<file path="config.mk">
export PLATFORM = sky130hd
export DESIGN_NAME = key_led_driver
export DESIGN_NICKNAME = d
export VERILOG_FILES = /design/src/rtl/key_led_pkg.sv /design/src/rtl/key_led_cell.sv /design/src/rtl/key_led_driver.sv
export SDC_FILE = /design/constraint.sdc
export NUM_CORES = 1
export LEC_CHECK = 0
export BUFFER_PORTS_ARGS = -buffer_cell sky130_fd_sc_hd__buf_2
export CELL_PAD_IN_SITES_DETAIL_PLACEMENT = 1
export CELL_PAD_IN_SITES_GLOBAL_PLACEMENT = 1
export CORE_ASPECT_RATIO = 0.8
export CORE_MARGIN = 2
export CORE_UTILIZATION = 25
export DETAILED_ROUTE_END_ITERATION = 7
export GPL_ROUTABILITY_DRIVEN = 0
export PLACE_DENSITY = 0.51
export SKIP_CTS_REPAIR_TIMING = 1
export SLEW_MARGIN = 15
export SYNTH_ARGS = -nofsm -noshare
export SYNTH_HDL_FRONTEND = slang
export SYNTH_SLANG_ARGS = --single-unit
export TNS_END_PERCENT = 100
</file>
<file path="constraint.sdc">
create_clock -name clk -period 4.75 [get_ports clk]
set_input_delay 0.95 -clock clk [delete_from_list [all_inputs] [get_ports clk]]
set_output_delay 0.95 -clock clk [all_outputs]
set_load 0.02 [all_outputs]
</file>
<file path="src/rtl/key_led_pkg.sv">
// Shared types, widths and the parameter range check for key_led_driver.
// Optional blink mode of the driver is enabled by defining KEY_LED_BLINK_EN.
package key_led_pkg;

   typedef enum logic {
      IDLE   = 1'b0,
      ACTIVE = 1'b1
   } chan_state_e;

   localparam int HOLD_W  = 8;
   localparam int PRESC_W = 20;

   function automatic bit params_ok(input int tick, input int hold);
      return (tick >= 2) && (tick <= (1 << PRESC_W)) &&
             (hold >= 1) && (hold <= (1 << HOLD_W) - 1);
   endfunction

endpackage

</file>
<file path="src/rtl/key_led_cell.sv">
// One indicator channel: retriggerable hold FSM with an optional blink phase.
// Blink phase logic exists only when KEY_LED_BLINK_EN is defined.
module key_led_cell
   import key_led_pkg::*;
#(
   parameter int HOLD = 50
) (
   input  logic clk,
   input  logic rstn,
   input  logic pulse_i,
   input  logic tick,
   output logic led_o,
   output logic active_o
);

   localparam logic [HOLD_W-1:0] HOLD_V = HOLD_W'(HOLD);

   chan_state_e       r_state;
   chan_state_e       w_state_nxt;
   logic [HOLD_W-1:0] r_hold;
   logic [HOLD_W-1:0] w_hold_nxt;

   // A pulse always reloads, even on the tick that would expire the channel.
   always_comb begin
      w_state_nxt = r_state;
      w_hold_nxt  = r_hold;
      if (pulse_i) begin
         w_state_nxt = ACTIVE;
         w_hold_nxt  = HOLD_V;
      end else if ((r_state == ACTIVE) && tick) begin
         if (r_hold == HOLD_W'(1)) begin
            w_state_nxt = IDLE;
            w_hold_nxt  = '0;
         end else begin
            w_hold_nxt = r_hold - HOLD_W'(1);
         end
      end
   end

   always_ff @(posedge clk or negedge rstn) begin
      if (!rstn) begin
         r_state <= IDLE;
         r_hold  <= '0;
      end else begin
         r_state <= w_state_nxt;
         r_hold  <= w_hold_nxt;
      end
   end

   // Next-state flag, so the top-level busy register lines up with led.
   assign active_o = (w_state_nxt == ACTIVE);

`ifdef KEY_LED_BLINK_EN
   logic r_phase;
   logic w_phase_nxt;

   always_comb begin
      w_phase_nxt = r_phase;
      if (pulse_i) begin
         w_phase_nxt = 1'b1;
      end else if (w_state_nxt == IDLE) begin
         w_phase_nxt = 1'b0;
      end else if (tick) begin
         w_phase_nxt = ~r_phase;
      end
   end

   always_ff @(posedge clk or negedge rstn) begin
      if (!rstn) begin
         r_phase <= 1'b0;
      end else begin
         r_phase <= w_phase_nxt;
      end
   end

   assign led_o = (r_state == ACTIVE) & r_phase;
`else
   assign led_o = (r_state == ACTIVE);
`endif

endmodule

</file>
<file path="src/rtl/key_led_driver.sv">
// Timed LED/buzzer driver: shared tick prescaler plus BIT+1 hold channels.
// Define KEY_LED_BLINK_EN to make active channels blink with a 2-tick period.
module key_led_driver
   import key_led_pkg::*;
#(
   parameter int BIT  = 5,
   parameter int TICK = 1000000,
   parameter int HOLD = 50
) (
   input  logic         clk,
   input  logic         rstn,
   input  logic [BIT:0] pulse,
   output logic [BIT:0] led,
   output logic         busy,
   output logic         tick
);

   localparam logic [PRESC_W-1:0] TICK_LAST = PRESC_W'(TICK - 1);

   if (!params_ok(TICK, HOLD)) begin : g_bad_params
      $error("key_led_driver: TICK or HOLD out of range");
   end

   logic [PRESC_W-1:0] r_presc;
   logic               r_tick;
   logic               r_busy;
   logic [BIT:0]       w_active;

   always_ff @(posedge clk or negedge rstn) begin
      if (!rstn) begin
         r_presc <= '0;
         r_tick  <= 1'b0;
         r_busy  <= 1'b0;
      end else begin
         r_tick  <= (r_presc == TICK_LAST);
         r_presc <= (r_presc == TICK_LAST) ? '0 : r_presc + 1'b1;
         r_busy  <= |w_active;
      end
   end

   for (genvar gi = 0; gi <= BIT; gi++) begin : g_cell
      key_led_cell #(
         .HOLD(HOLD)
      ) u_cell (
         .clk     (clk),
         .rstn    (rstn),
         .pulse_i (pulse[gi]),
         .tick    (r_tick),
         .led_o   (led[gi]),
         .active_o(w_active[gi])
      );
   end

   assign tick = r_tick;
   assign busy = r_busy;

endmodule
</file>
==> impl_metrics.toml <==
[final_layout]
final_cell_mix = "dfrtp_1 (76), nor2_1 (47), a21oi_1 (32)"
diodes = 0
layout.cells.most_common = "dfrtp_1"
stdcell_count = 631
fin_util_pct = 29.72
layout-area-overhead-vs-synth_pct = 15.12
fin_area_um2 = 4507
fin_nets = 437
layout-drive-gt1-share_pct = 9.501

[synth]
syn_inst = 404
syn_area_um2 = 3915
synth_fa_ha_area_share_pct = 4.155
yosys.area_share.simple_pct = 24.99
ys_types = 48
syn_area_per_cell_um2 = 9.691
synthXorXnorAreaFrac_pct = 2.908
synth_top_area_cell = "dfrtp_1"
synth.area.top_cells = "dfrtp_1 (49%), nor2_1 (4.5%), ha_1 (4.2%)"
synth_compound_area_share_pct = 11.54
synthMuxAreaShare_pct = 4.091
synth_flop_cell = "dfrtp_1"
ys_ff_latch = 76
async_flop_share_pct = 100.0
synth_warnings = 0
synth-edff-count = 0
seq_area_frac_synth_pct = 48.58
synth_fp_nets = 425
synth_top_family_by_area = "simple AND/OR/NAND/NOR gates"
synth.top_cell.area_share_pct = 48.58

[sta]
worstMarginPinSlew_ps = 1033
fin_ws_ps = 2260
finalHoldViolCount = 0
fmax_mhz = 401.6
rsz0062_at_grt = "false"
relSlewSlack_pct = 31.13
final.setup_skew_ps = 6.135
finalCritPeriodShare_pct = 52.42
fin_crit_ps = 2490
fin_hold_ws_ps = 474.2
finalMaxSlewViolations = 0
setup_tns_ps = 0
setup_viol_count_final = 0

[routing]
drt-pass1-iter-count = 4
drtAntennaViolNets = 0
wl_mm = 9.106
vias = 3011
wl_per_cell_um = 14.43
viasPerCell = 4.772
drt_iter0_drc = 109
post-route-drc-count = 0

[setup_path]
crit_required_ps = 4970
reg2reg_from = "g_cell[2].u_cell.r_hold[1]"
critPathLaunchType = "flop"
crit_type = "flop to flop"
critPathMaxStageDelay_ps = 660
cp_data_arrival_time_ps = 2710
crit_slowest_cell = "nor3b_1"
worstReg2RegEnd = "busy"
crit_start = "g_cell[2].u_cell.r_hold[1]"
end_kind = "flop"
ff2ff_setup_slack_ps = 2260
worst-path-max-fanout = 7
rr_worst_depth = 6
crit_chain = "inv_1 -> ha_1 -> nor3b_1 -> a41oi_1 -> or4_1 -> or3_1"
cp-endpoint = "busy"

[pwr]
leakage_nw = 1.800
vdd_drop_max_uv = 134.1
power_density_nw_per_um2 = 316.2
total_power_mw = 1.425

[global_routing]
grt_max_degree = 77
grt_util_all_layers_pct = 12.38
antenna_found_initial = 0
gr-total-overflow = 0
grt_pass1_wl_mm = 16.00
grt_pass1_vias = 3176

[cts]
clk_pin_slew_ps = 60
cts-buffers-inserted = 9
insertion_delay_ps = 340
htreeDepth = 3
clock_path_buffers = 2
clock-sinks = 76
cts.root.buffer_cell = "clkbuf_16"
cts_tree = "done"

[die]
start_util_pct = 25.82
dieArea_um2 = 16680
die_h_um = 115.9
core_um2 = 15160
io_pins = 16
die_x_um = 143.9
fp-row-count = 40

[flow_run]
cap_violations = 0

[outcome]
status = "completed"

[place]
dp.final_hpwl_mm = 6.180
place_ws_ps = 2236
placed_cells = 615
post_dp_cell_area_um2 = 4180
numPortBuffers = 15

[hold_path]
hold_path_class = "flop to flop"
-- worst min-delay path by stage --
stage | end | cells after the start | slack, ps | startpoint
detailed placement | r_presc[18] | 1 | 460 | r_presc[18]
finish | r_presc[18] | 1 | 470 | r_presc[18]
floorplan | r_presc[18] | 1 | 430 | r_presc[18]
global route | r_presc[18] | 1 | 520 | r_presc[18]
global placement | r_presc[18] | 1 | 450 | r_presc[18]
CTS | r_presc[18] | 1 | 470 | r_presc[18]
-- worst max-delay path, delay by kind of cell, from the launching register on --
family	cells	cell delay (ps)
AOI/OAI and AO/OA	1	240
adders and majority gates	1	160
buffers and inverters	1	80
DFF	1	390
and+or+nand+nor	3	1520
-- sequential cells by signal, indices dropped and copies added, names as in the netlist --
| name | count |
|---|---|
| busy | 1 |
| tick | 1 |
| g_cell.u_cell.led_o | 6 |
| r_presc | 20 |
| g_cell.u_cell.r_hold | 48 |
-- synth_stat cells, types with 2 or more instances --
| library cell | n |
|---|---|
| dfrtp_1 | 76 |
| nor2_1 | 47 |
| a21oi_1 | 32 |
| nand2_1 | 25 |
| inv_1 | 19 |
| or3_1 | 19 |
| nand3_1 | 18 |
| mux2i_1 | 16 |
| o21ai_0 | 14 |
| ha_1 | 13 |
| nor3_1 | 11 |
| nand4_1 | 8 |
| nor4_1 | 7 |
| xnor2_1 | 7 |
| buf_4 | 6 |
| nor4b_1 | 6 |
| or4_1 | 6 |
| xor2_1 | 6 |
| and2_1 | 5 |
| and3_1 | 5 |
| clkbuf_1 | 5 |
| nand2b_1 | 5 |
| o31ai_1 | 5 |
| a211oi_1 | 4 |
| o211ai_1 | 4 |
| a41oi_1 | 3 |
| buf_1 | 3 |
| nor2b_1 | 3 |
| a211o_1 | 2 |
| a21o_1 | 2 |
| nand4bb_1 | 2 |
| o41ai_1 | 2 |
| or2_2 | 2 |
| or3_2 | 2 |
-- layout make-up --
cell class / count / area [um2]
Clock buffer: 10 / 239.0
Inverter: 19 / 71.32
Multi-Input combinational cell: 295 / 1867
Clock inverter: 6 / 87.58
Timing Repair Buffer: 15 / 77.57
Fill cell: 1754 / 10660
Sequential cell: 76 / 1902
Tap cell: 210 / 262.8
-- routing by layer --
metal	GRT usage, %	routed length (um)
met5	0	0
met3	3.802	284
met1	16.79	4709
met4	4.706	140
met2	18.57	3971
-- report_power, final --
group / leakage (nW) / switching, mW / internal [mW]
Combinational: 0.720 / 0.0213 / 0.00312
Sequential: 0.917 / 0.000000000000000884 / 0.647
Clock: 0.162 / 0.279 / 0.474
Total: 1.80 / 0.300 / 1.12
-- cells by family after synthesis --
| logic type | after synthesis |
|---|---|
| simple gates | 180 |
| flops | 76 |
| compound gates | 73 |
| buf+inv | 33 |
| mux | 16 |
| xor+xnor | 13 |
| fa+ha+maj | 13 |
(Power assumes the default switching activity.)
